===== config.mk =====
export PLATFORM = sky130hd
export DESIGN_NAME = fetch_ctrl
export DESIGN_NICKNAME = d
export VERILOG_FILES = /design/src/rtl/fetch_ctrl.sv
export SDC_FILE = /design/constraint.sdc
export NUM_CORES = 1
export LEC_CHECK = 0
export ABC_CLOCK_PERIOD_IN_PS = 5150
export CORE_MARGIN = 5
export CORE_UTILIZATION = 40
export DETAILED_ROUTE_END_ITERATION = 7
export PLACE_DENSITY = 0.78
export SLEW_MARGIN = 20
export SYNTH_ARGS = -nofsm -noshare
export SYNTH_HDL_FRONTEND = slang
export SYNTH_SLANG_ARGS = --single-unit

===== constraint.sdc =====
create_clock -name clk_i -period 5.15 [get_ports clk_i]
set_input_delay 1.03 -clock clk_i [delete_from_list [all_inputs] [get_ports clk_i]]
set_output_delay 1.03 -clock clk_i [all_outputs]
set_load 0.02 [all_outputs]

===== src/rtl/fetch_ctrl.sv =====
// fetch_ctrl: fetch-stage sequencer owning the PC, the imem request handshake,
// back-pressure buffering, redirect handling and the IF/ID/DP stall/kill controls.
module fetch_ctrl #(
    parameter int                  ADDR_LEN    = 32,
    parameter int                  INSN_LEN    = 32,
    parameter logic [ADDR_LEN-1:0] ENTRY_POINT = '0,
    parameter int                  MAX_WAIT    = 15
) (
    input  logic                  clk_i,
    input  logic                  reset_i,
    output logic                  imem_req_o,
    output logic [ADDR_LEN-1:0]   imem_addr_o,
    input  logic                  imem_ack_i,
    input  logic [2*INSN_LEN-1:0] imem_data_i,
    input  logic                  redirect_i,
    input  logic [ADDR_LEN-1:0]   redirect_pc_i,
    input  logic                  dp_full_i,
    output logic [ADDR_LEN-1:0]   pc_o,
    output logic [2*INSN_LEN-1:0] idata_o,
    output logic                  stall_IF_o,
    output logic                  kill_IF_o,
    output logic                  kill_ID_o,
    output logic                  kill_DP_o,
    output logic                  stall_ID_o,
    output logic                  stall_DP_o,
    output logic                  fetch_err_o,
    output logic [31:0]           stall_cnt_o
);
    localparam int WW = $clog2(MAX_WAIT + 1);

    typedef enum logic [2:0] {BOOT, FETCH, HOLD, DRAIN, FLUSH} state_t;

    state_t                state, state_n;
    logic [ADDR_LEN-1:0]   pc, target;
    logic [2*INSN_LEN-1:0] dbuf;
    logic [WW-1:0]         wait_cnt, wait_nxt;

    always_ff @(posedge clk_i or negedge reset_i)
        if (!reset_i) state <= BOOT;
        else          state <= state_n;

    always_comb begin
        state_n    = state;
        stall_IF_o = 1'b1;
        unique case (state)
            BOOT:  state_n = FETCH;
            FETCH: begin
                state_n    = redirect_i ? (imem_ack_i ? FLUSH : DRAIN)
                           : (imem_ack_i & dp_full_i) ? HOLD : FETCH;
                stall_IF_o = redirect_i | ~imem_ack_i | dp_full_i;
            end
            HOLD: begin
                state_n    = redirect_i ? FLUSH : dp_full_i ? HOLD : FETCH;
                stall_IF_o = redirect_i | dp_full_i;
            end
            DRAIN:   state_n = imem_ack_i ? FLUSH : DRAIN;
            FLUSH:   state_n = redirect_i ? FLUSH : FETCH;
            default: state_n = BOOT;
        endcase
    end

    // DRAIN keeps presenting the old pc: an issued request cannot be withdrawn
    assign imem_req_o  = (state == FETCH) || (state == DRAIN);
    assign imem_addr_o = pc;
    assign pc_o        = pc;
    assign idata_o     = (state == HOLD) ? dbuf : imem_data_i;
    assign kill_IF_o   = (state == FLUSH);
    assign kill_ID_o   = (state == FLUSH);
    assign kill_DP_o   = (state == FLUSH);
    assign stall_ID_o  = dp_full_i & (state != FLUSH);
    assign stall_DP_o  = dp_full_i & (state != FLUSH);
    assign wait_nxt    = (wait_cnt == WW'(MAX_WAIT)) ? wait_cnt : wait_cnt + 1'b1;

    always_ff @(posedge clk_i or negedge reset_i)
        if (!reset_i) begin
            pc          <= ENTRY_POINT;
            target      <= '0;
            dbuf        <= '0;
            wait_cnt    <= '0;
            fetch_err_o <= 1'b0;
            stall_cnt_o <= '0;
        end else begin
            if (state == FLUSH) pc <= redirect_i ? redirect_pc_i : target;
            else if (!stall_IF_o) pc <= pc + ADDR_LEN'(4);
            if (redirect_i && state != BOOT) target <= redirect_pc_i;
            if (state == FETCH && imem_ack_i && !redirect_i && dp_full_i) dbuf <= imem_data_i;
            if (imem_req_o) wait_cnt <= imem_ack_i ? '0 : wait_nxt;
            if (imem_req_o && !imem_ack_i && wait_nxt == WW'(MAX_WAIT)) fetch_err_o <= 1'b1;
            if (stall_IF_o && stall_cnt_o != '1) stall_cnt_o <= stall_cnt_o + 1'b1;
        end
endmodule


==> results_dict.tcl <==
set metrics [dict create \
    dieArea_um2 25400 \
    antenna_found_initial 2 \
    syn-mean-instance-area_um2 11.7 \
    cap_violations 0 \
    drt-pass1-iter-count 4 \
    dr_wl_met3_um 1400 \
    worstHoldPathType "flop to flop" \
    drv_slew 0 \
    fmax_ghz 0.243 \
    htreeDepth 4 \
    drt-wirelength-per-cell_um 18.2 \
    wl_um 23200 \
    cts_setup_buffers 0 \
    cts-resized-gates 0 \
    core_um2 21900 \
    post_synth_inst_count 763 \
    fp.dieH_um 159 \
    wl_met2_um 11900 \
    hold_viol_final 0 \
    cp.required_ps 4120 \
    relSlewSlack_pct 38.7 \
    switching_share_pct 36.6 \
    ys_seq_area_share_pct 47.1 \
    synth_top_area_share_pct 47.1 \
    final_nets 1089 \
    grt_pass1_wl_um 37700 \
    p_clk_share_pct 19.7 \
    wl_met1_um 9540 \
    synth_top_area_cell "dfrtp_1" \
    power_frac_comb_pct 42.8 \
    numCtsBuffers 17 \
    finalPower_uw 6220 \
    synth_top_family_by_area "multiplexers" \
    min_from "fetch_err_o" \
    diodes 0 \
    routed.top_layer "met5" \
    rsz0062_at_grt "no" \
    rows 54 \
    yosysWarnings 0 \
    cts_tree "done" \
    final_util_pct 55.5 \
    grt_overflow_total 0 \
    grt_pass1_vias 6877 \
    die_w_um 159 \
    ant_nets 0 \
    place.gp.congestion 0.808 \
    pin_count 269 \
    drive_gt1_share_pct 24.2 \
    numClockSinks 168 \
    p_switching_uw 2270 \
    clkTransAtPathRegs_ps 70 \
    critical_path.max_fanout 11 \
    dpl.hpwl_um 16700 \
    finalSetupViolations 0 \
    worstMarginPinSlew_ps 920 \
    cp_common_cell "clkdlybuf4s50_1" \
    startpoint_type "primary input" \
    remaining_drc_errors 0 \
    area_delta_synth_final_pct 36.4 \
    yosysUniqueCellTypes 56 \
    drtIter0Drc 263 \
    powerDensity_nw_per_um2 511 \
    synth.area.top_cells "dfrtp_1, mux2_2, xnor2_1" \
    crit_path_top_delay_cell "clkdlybuf4s50_1" \
    insertion_delay_ps 420 \
    critical_path.max_stage_delay_ps 670 \
    finalCritPeriodShare_pct 79.9 \
    p_int_uw 3940 \
    portBuffers 268 \
    finClkSkew_ps 12.3 \
    outcome "finished, final reports clean" \
    criticalPathCategory "primary input to primary output" \
    synth-xor-area-share_pct 5.79 \
    worstPathCellList "clkdlybuf4s50_1, and3b_1, o21a_1, buf_4, inv_2, clkdlybuf4s50_1" \
    leakage_uw 0.00482 \
    power_frac_seq_pct 37.5 \
    synthMuxAreaShare_pct 21.1 \
    num_vias 6723 \
    fin_setup_tns_ps 0 \
    via_per_inst 5.26 \
    clockRootBuffer "clkbuf_16" \
    synth_seq_cells 168 \
    cts_hold_buffers 0 \
    grt_max_degree 96 \
    async_flop_share_pct 100 \
    grtUsageTotal_pct 18.0 \
    r2r_start "stall_cnt_o[11]" \
    min_period_ps 4110 \
    synth-compound-area-share_pct 5.96 \
    initial_core_util_pct 40.7 \
    synthFlopType "dfrtp_1" \
    critPathCaptureType "primary output" \
    arrival_ps 3080 \
    synth_nets 867 \
    crit_start "imem_ack_i" \
    clock_path_buffers 2 \
    synth_edf_count 0 \
    synth-simple-area-share_pct 13.9 \
    synthAdderAreaFrac_pct 0.421 \
    synth_area_um2 8920 \
    ir_drop_mv 0.234 \
]
-- power by group through the flow --
| stage | clock, uW | sequential (uW) | combinational, uW |
|---|---|---|---|
| 2_1_floorplan | 0 | 2400 | 1610 |
| 3_3_place_gp | 0 | 2320 | 2640 |
| 3_5_place_dp | 0 | 2360 | 2690 |
| 4_1_cts | 1260 | 2330 | 2700 |
| 5_1_grt | 1320 | 2420 | 2850 |
| 6_report | 1220 | 2330 | 2660 |
-- path summary, 6_finish.rpt --
kind	endpoint	slack (ps)	cells past startpoint
min in group asynchronous	stall_cnt_o[20]	680	1
hold / removal	fetch_err_o	480	1
setup / recovery	stall_IF_o	1040	6
max in group asynchronous	dbuf[30]	3460	2
hold reg to reg	fetch_err_o	480	1
setup reg to reg	stall_cnt_o[1]	2610	5
-- registers in the layout, indices dropped and copies added, names as in the netlist --
register and count:
target 32, wait_cnt 4, dbuf 64, state 3
imem_addr_o 32, fetch_err_o 1, stall_cnt_o 32
-- layout by cell type (no fill, tap or decap), drive strengths merged, types with 2 or more instances in the layout --
cell,netlist,routed
a21oi,37,37
nand2,29,29
and4,8,8
xor2,21,21
or2,2,2
nor3b,3,3
dfrtp,168,168
clkbuf,14,19
ha,3,3
o211ai,2,2
nand3,22,22
clkdlybuf4s50,0,266
and3,10,10
buf,61,12
o21ai,9,9
nor4,18,18
nand3b,2,2
nor3,17,17
nor2b,27,27
inv,12,18
a211oi,26,26
and2,4,4
clkinvlp,0,2
clkinv,0,5
nand4,19,19
mux2i,5,5
xnor2,38,38
o2111ai,2,2
nand2b,3,3
nor2,25,25
mux2,162,162
-- synth_stat cells, drive strengths merged (18+ instances only) --
master,count
nand2,29
nand3,22
nor2b,27
nor4,18
dfrtp,168
xor2,21
a211oi,26
xnor2,38
nor2,25
mux2,162
a21oi,37
buf,61
nand4,19
-- per-stage QoR --
step / instances / setup slack, ps / area (um^2) / hold WS (ps)
global route: 1278 / 915 / 12200 / 502
global placement: 1246 / 1090 / 11600 / 460
CTS: 1278 / 1030 / 12200 / 483
floorplan: 763 / 2460 / 8920 / 471
finish: 1278 / 1040 / 12200 / 478
detailed placement: 1246 / 1040 / 11600 / 463
-- logic make-up (layout without fill, tap and decap cells) --
logic type               count (synthesis)  count (layout)
multiplexers                           167             167
buffers and inverters                   87             322
AO/OA/AOI/OAI                           85              85
XOR/XNOR                                59              59
AND/OR/NAND/NOR                        194             194
adder cells (fa/ha/maj)                  3               3
flip-flops                             168             168
-- cell type report --
class | instances | area (um^2)
clock buffers | 19 | 453
inverters | 12 | 45.0
repair buffers | 278 | 2770
flip-flops and latches | 168 | 4200
well taps | 280 | 350
multi-input cells | 508 | 4230
fillers | 1944 | 9730
clock inverters | 13 | 110
-- per-layer routing --
layer | vias to the layer above | GRT usage, %
met5 | - | 0
met4 | 4 | 4.89
met3 | 24 | 4.74
met2 | 176 | 30.9
met1 | 3359 | 22.5
li1 | 3160 | -
-- worst max-delay path: cells and delay by family --
kind	cells	cell delay, ps
simple gates	1	270
buf+inv	4	1580
compound gates	1	200
No activity file was read; power rests on OpenSTA's default activity.
